## src/rtl/chip_test_scheduler.sv

```systemverilog
// Socket scheduler for the 74-series checker engines: grant, settle, run under a timeout, latch the result.
// Define CHIP_AUTOSCAN_EN to build in the autoscan over every engine (Scan=1 on the start edge).
module chip_test_scheduler #(
    parameter int NUM_CHIPS      = 8,
    parameter int SEL_W          = 3,
    parameter int SETTLE_CYCLES  = 16,
    parameter int TIMEOUT_CYCLES = 1000000
) (
    input  logic                 Clk,
    input  logic                 Reset,
    input  logic                 Run,
    input  logic [SEL_W-1:0]     Sel,
    input  logic                 Scan,
    output logic [NUM_CHIPS-1:0] ChkGrant,
    output logic [NUM_CHIPS-1:0] ChkRun,
    input  logic [NUM_CHIPS-1:0] ChkDone,
    input  logic [NUM_CHIPS-1:0] ChkRslt,
    output logic [NUM_CHIPS-1:0] ChkDisp,
    output logic                 Busy,
    output logic                 Done,
    output logic                 RSLT,
    output logic                 Timeout,
    output logic [SEL_W-1:0]     ResultId
);
    localparam int MAX_CYC = (TIMEOUT_CYCLES > SETTLE_CYCLES) ? TIMEOUT_CYCLES : SETTLE_CYCLES;
    localparam int CNT_W   = $clog2(MAX_CYC + 1);
    localparam logic [CNT_W-1:0] SETTLE_LAST  = CNT_W'(SETTLE_CYCLES - 1);
    localparam logic [CNT_W-1:0] TIMEOUT_LAST = CNT_W'(TIMEOUT_CYCLES - 1);
    localparam logic [SEL_W:0]   NUM_CHIPS_X  = (SEL_W + 1)'(NUM_CHIPS);
    localparam logic [SEL_W-1:0] LAST_IDX     = SEL_W'(NUM_CHIPS - 1);

    typedef enum logic [1:0] {
        ST_IDLE   = 2'd0,
        ST_SETTLE = 2'd1,
        ST_RUN    = 2'd2,
        ST_REPORT = 2'd3
    } state_t;

    // Out-of-range indices map to an all-zero mask, so they can never select an engine.
    function automatic logic [NUM_CHIPS-1:0] onehot(input logic [SEL_W-1:0] i);
        logic [NUM_CHIPS-1:0] v;
        v = '0;
        for (int b = 0; b < NUM_CHIPS; b++) begin
            v[b] = (SEL_W'(b) == i);
        end
        return v;
    endfunction

    state_t               state_r, state_s;
    logic [CNT_W-1:0]     cnt_r, cnt_s;
    logic [SEL_W-1:0]     idx_r, idx_s;
    logic                 scan_r, scan_s;
    logic                 run_q_r;
    logic                 start_s;
    logic                 scan_en_s;
    logic [NUM_CHIPS-1:0] sel_mask_s;
    logic                 end_s, pass_s, expired_s;
    logic [NUM_CHIPS-1:0] grant_s, run_s, disp_s;
    logic                 busy_s, done_s, rslt_s, timeout_s;
    logic [SEL_W-1:0]     result_id_s;

`ifdef CHIP_AUTOSCAN_EN
    assign scan_en_s = Scan;
`else
    logic scan_unused_s;
    assign scan_unused_s = Scan;
    assign scan_en_s     = 1'b0;
`endif

    assign start_s    = Run & ~run_q_r;
    assign sel_mask_s = onehot(idx_r);

    // Next-state and next-output decode; every register holds unless a branch overrides it.
    always_comb begin
        state_s     = state_r;
        cnt_s       = cnt_r;
        idx_s       = idx_r;
        scan_s      = scan_r;
        grant_s     = ChkGrant;
        run_s       = ChkRun;
        disp_s      = ChkDisp;
        busy_s      = Busy;
        done_s      = Done;
        rslt_s      = RSLT;
        timeout_s   = Timeout;
        result_id_s = ResultId;
        end_s       = 1'b0;
        pass_s      = 1'b0;
        expired_s   = 1'b0;
        case (state_r)
            ST_IDLE, ST_REPORT: begin
                if (start_s) begin
                    done_s    = 1'b0;
                    rslt_s    = 1'b0;
                    timeout_s = 1'b0;
                    disp_s    = '0;
                    run_s     = '0;
                    cnt_s     = '0;
                    if (scan_en_s) begin
                        scan_s  = 1'b1;
                        idx_s   = '0;
                        grant_s = onehot('0);
                        busy_s  = 1'b1;
                        state_s = ST_SETTLE;
                    end else if ({1'b0, Sel} >= NUM_CHIPS_X) begin
                        // No such engine: report a fail at once without touching the socket.
                        scan_s      = 1'b0;
                        idx_s       = Sel;
                        grant_s     = '0;
                        busy_s      = 1'b0;
                        done_s      = 1'b1;
                        result_id_s = Sel;
                        state_s     = ST_REPORT;
                    end else begin
                        scan_s  = 1'b0;
                        idx_s   = Sel;
                        grant_s = onehot(Sel);
                        busy_s  = 1'b1;
                        state_s = ST_SETTLE;
                    end
                end else begin
                    state_s = state_r;
                end
            end
            ST_SETTLE: begin
                if (cnt_r == SETTLE_LAST) begin
                    cnt_s   = '0;
                    run_s   = sel_mask_s;
                    state_s = ST_RUN;
                end else begin
                    cnt_s = cnt_r + CNT_W'(1);
                end
            end
            ST_RUN: begin
                // Done from the granted engine takes priority over the timeout.
                if (|(ChkDone & sel_mask_s)) begin
                    end_s  = 1'b1;
                    pass_s = |(ChkRslt & sel_mask_s);
                end else if (cnt_r == TIMEOUT_LAST) begin
                    end_s     = 1'b1;
                    expired_s = 1'b1;
                end else begin
                    cnt_s = cnt_r + CNT_W'(1);
                end
                if (end_s) begin
                    run_s = '0;
                    cnt_s = '0;
                    if (scan_r && !pass_s && (idx_r != LAST_IDX)) begin
                        idx_s   = idx_r + SEL_W'(1);
                        grant_s = onehot(idx_r + SEL_W'(1));
                        state_s = ST_SETTLE;
                    end else begin
                        busy_s      = 1'b0;
                        done_s      = 1'b1;
                        rslt_s      = pass_s;
                        timeout_s   = expired_s;
                        result_id_s = idx_r;
                        disp_s      = sel_mask_s;
                        state_s     = ST_REPORT;
                    end
                end else begin
                    state_s = state_r;
                end
            end
            default: begin
                state_s     = ST_IDLE;
                cnt_s       = '0;
                scan_s      = 1'b0;
                grant_s     = '0;
                run_s       = '0;
                disp_s      = '0;
                busy_s      = 1'b0;
                done_s      = 1'b0;
                rslt_s      = 1'b0;
                timeout_s   = 1'b0;
                result_id_s = '0;
            end
        endcase
    end

    // State, counters and registered outputs; Run_q resets high so a held Run cannot start a test.
    always_ff @(posedge Clk) begin
        if (Reset) begin
            state_r  <= ST_IDLE;
            cnt_r    <= '0;
            idx_r    <= '0;
            scan_r   <= 1'b0;
            run_q_r  <= 1'b1;
            ChkGrant <= '0;
            ChkRun   <= '0;
            ChkDisp  <= '0;
            Busy     <= 1'b0;
            Done     <= 1'b0;
            RSLT     <= 1'b0;
            Timeout  <= 1'b0;
            ResultId <= '0;
        end else begin
            state_r  <= state_s;
            cnt_r    <= cnt_s;
            idx_r    <= idx_s;
            scan_r   <= scan_s;
            run_q_r  <= Run;
            ChkGrant <= grant_s;
            ChkRun   <= run_s;
            ChkDisp  <= disp_s;
            Busy     <= busy_s;
            Done     <= done_s;
            RSLT     <= rslt_s;
            Timeout  <= timeout_s;
            ResultId <= result_id_s;
        end
    end

endmodule

```

## config.mk

```make
export PLATFORM = sky130hd
export DESIGN_NAME = chip_test_scheduler
export DESIGN_NICKNAME = d
export VERILOG_FILES = /design/src/rtl/chip_test_scheduler.sv
export SDC_FILE = /design/constraint.sdc
export NUM_CORES = 1
export LEC_CHECK = 0
export CAP_MARGIN = 25
export CORE_UTILIZATION = 54
export CTS_BUF_LIST = sky130_fd_sc_hd__clkbuf_8
export CTS_CLUSTER_SIZE = 24
export DETAILED_ROUTE_END_ITERATION = 12
export PLACE_DENSITY_LB_ADDON = 0.05
export SYNTH_ARGS = -nofsm -noshare
export SYNTH_HDL_FRONTEND = slang
export SYNTH_SLANG_ARGS = --single-unit
```

## constraint.sdc

```tcl
create_clock -name Clk -period 2.85 [get_ports Clk]
set_input_delay 0.57 -clock Clk [delete_from_list [all_inputs] [get_ports Clk]]
set_output_delay 0.57 -clock Clk [all_outputs]
set_load 0.02 [all_outputs]
```

==> impl_metrics.toml <==
[synth]
synth_compound_area_share_pct = 22.3
synthMuxAreaShare_pct = 4.64
synthXorXnorAreaFrac_pct = 2.10
synth_top_family_by_area = "simple AND/OR/NAND/NOR gates"
synth_ff_type = "dfxtp_1"
synth_area_mm2 = 0.00291
synth.top_cell.area_share_pct = 39.2
ys_ff_latch = 57
synth_fa_ha_area_share_pct = 1.72
ys_seq_area_share_pct = 39.2
synthTopCellsByArea = "dfxtp_1, nand2_1, o2bb2ai_2, a21oi_1, mux2i_1"
ys_async_sr_fraction_pct = 0
synth_cell_types = 51
netlist_instances = 329
ys_warn_count = 0
synth-edff-count = 0
synth_nets = 356
synth_area_per_cell_um2 = 8.86
synth-simple-area-share_pct = 26.1
synth_top_cell_by_area = "dfxtp_1"

[critical_path]
path_buf_inv = 0
cp_slowest_cell = "or4_4"
cp_max_fo = 11
crit_required_ns = 3.12
crit_top_cell = "or4_4"
crit_arrival_ns = 2.92
slowest_delay_ns = 0.62
cpLargestDelayFamily = "simple AND/OR/NAND/NOR gates"
reg2reg_slack_ns = 0.20
r2r_start = "cnt_r[11]$_SDFFE_PP0P_"
reg2reg_depth = 5
startpoint_type = "flop"
r2r-end = "Done$_SDFFE_PP0P_"
path_class = "flop to flop"
crit_chain = "or4_1 > or4_4 > o21a_1 > or4_4 > a21bo_2"
endpoint_kind = "flop"

[sta]
fin_crit_sh_pct = 93.1
whs_ns = 0.453
period_minus_slack_ns = 2.65
fmax_mhz = 377
drv_slew = 0
rsz0062_at_grt = "no"
slew_headroom_pct = 46.3
worst_slew_pin_slew_ns = 0.802
finalSetupTns_ns = 0
finalSetupViolCount = 0
hold_viol_final = 0
worst_clock_skew_ns = 0.00671

[detailed_routing]
ant_nets = 0
first_pass_iters = 4
drtIter0Drc = 139
vias_per_cell = 5.80
totalWireLength_mm = 6.85
vias = 2643
drc_errors = 0
drt-wirelength-per-cell_um = 15.0

[clock_tree]
numClockSinks = 57
cts_root_buf = "clkbuf_8"
clockBufferDepth = 2
htree_levels = 3
path_clk_slew_ns = 0.06
clk_latency_ns = 0.33
cts_buffers = 9
tritoncts = "yes"
ctsHoldBuffers = 0
cts_resized = 0
cts_setup_buffers = 0

[grt]
grt_max_degree = 20
grt_pass1_vias = 2465
grt_first_pass_wirelength_mm = 11.0
track_usage_pct = 25.6
gr-total-overflow = 0
antenna_found_initial = 0

[floorplanning]
initial_core_util_pct = 56.7
dieArea_mm2 = 0.00569
core-area_mm2 = 0.00514
floorplan.io_pins = 54
rows = 26
die_width_um = 75.5
fp.dieH_um = 75.5

[final_layout]
layout.nets = 411
diodes = 0
fillers = 402
fin_util_pct = 72.3
final_cells = 456
syn_to_final_growth_pct = 27.6
layout_common_cells = "dfxtp_1, clkdlybuf4s50_1, nand2_1, a21oi_1, nor2_1"
drive_gt1_share_pct = 13.7
layout_commonest_cell = "dfxtp_1"

[status]
status = "complete, no violations"

[placement]
gp_congestion = 0.885
place_inst = 443
numPortBuffers = 52
dp_hpwl_mm = 4.85

[power_and_ir_drop]
leakagePower_nw = 1.34
pwr_density_cell_mw_per_mm2 = 736
ir_worst_vdd_mv = 0.605

[worst_hold_path]
min_from = "ChkGrant[1]$_SDFFE_PP0P_"
hold_path_class = "flop to flop"
hold_end = "ChkGrant[1]$_SDFFE_PP0P_"
holdPathStages = 2

[job]
cap_viol_max_count = 0
worst max-delay path by stage:
| stage | startpoint | endpoint | slack [ns] | cells past startpoint |
|---|---|---|---|---|
| final | cnt_r[11]$_SDFFE_PP0P_ | Done$_SDFFE_PP0P_ | 0.20 | 5 |
| after CTS | cnt_r[11]$_SDFFE_PP0P_ | Done$_SDFFE_PP0P_ | 0.21 | 5 |
| after detailed placement | ChkDone[7] | cnt_r[6]$_SDFFE_PP0P_ | 0.10 | 7 |
| after floorplan | cnt_r[6]$_SDFFE_PP0P_ | ChkDisp[7]$_SDFFE_PP0P_ | 0.41 | 6 |
| after global routing | cnt_r[11]$_SDFFE_PP0P_ | Done$_SDFFE_PP0P_ | 0.15 | 5 |
| after global placement | ChkDone[7] | cnt_r[13]$_SDFFE_PP0P_ | 0.13 | 7 |
cell type report:
| cell class | count | area [um2] | area share [%] |
|---|---|---|---|
| Clock buffer | 12 | 165 | 4.44 |
| Multi-Input combinational cell | 244 | 1660 | 44.5 |
| Sequential cell | 57 | 1140 | 30.7 |
| Inverter | 5 | 18.8 | 0.505 |
| Timing Repair Buffer | 67 | 646 | 17.4 |
| Clock inverter | 1 | 3.75 | 0.101 |
| Tap cell | 70 | 87.6 | 2.36 |
routing by layer:
layer	global-route usage [%]	wire length, um	vias up
li1	-	-	1318
met5	0	0	-
met4	7.82	54	0
met2	42.5	3340	70
met3	8.86	417	7
met1	31.3	3030	1248
registers in the layout, indices dropped and copies added (netlist names):
| name | cells |
|---|---|
| cnt_r | 20 |
| ChkDisp | 8 |
| ChkGrant | 8 |
| ChkRun | 8 |
| ResultId | 3 |
| idx_r | 3 |
| state_r | 2 |
| Busy | 1 |
| Done | 1 |
| RSLT | 1 |
| Timeout | 1 |
| run_q_r | 1 |
worst min-delay path, delay by kind of cell, from the launching register on:
kind / cells / cell delay [ns]
DFF: 1 / 0.31
and+or+nand+nor: 1 / 0.05
AOI/OAI and AO/OA: 1 / 0.05
cell families after synthesis:
family / Yosys count
adders and majority gates: 4
AOI/OAI and AO/OA: 80
xor gates and xnor gates: 7
buffers and inverters: 28
and+or+nand+nor: 142
DFF: 57
muxes: 11
synth_stat cells, types with 3 or more instances:
cell type  number
and3_1          3
o21ai_0        15
o2bb2ai_2      10
mux2i_1         9
nand4b_1        4
a21o_1          8
inv_1           5
clkbuf_1       17
nand2_1        46
nand3_1        16
ha_1            4
xor2_1          4
xnor2_1         3
and4_1          4
nand2b_1        9
or2_2           6
nor2_1         18
a22o_1          3
buf_2           3
nand3b_1        3
dfxtp_1        57
nor2b_1         3
nand4_1         9
or4_1           5
or3_1           3
a21oi_1        18
a221oi_1        8
power by group:
part	internal, W	leakage (nW)	switching, W
clock	0.000369	0.0916	0.000291
sequential	0.000860	0.461	0.0000447
combinational	0.000469	0.789	0.000703
stage by stage:
step	total power, W	setup slack [ns]	cell area, um2
global placement	0.00207	0.135	3550
finish	0.00274	0.197	3720
detailed placement	0.00208	0.105	3550
global route	0.00290	0.152	3720
CTS	0.00275	0.205	3720
floorplan	0.00170	0.410	2910
No activity file was read; power rests on OpenSTA's default activity.
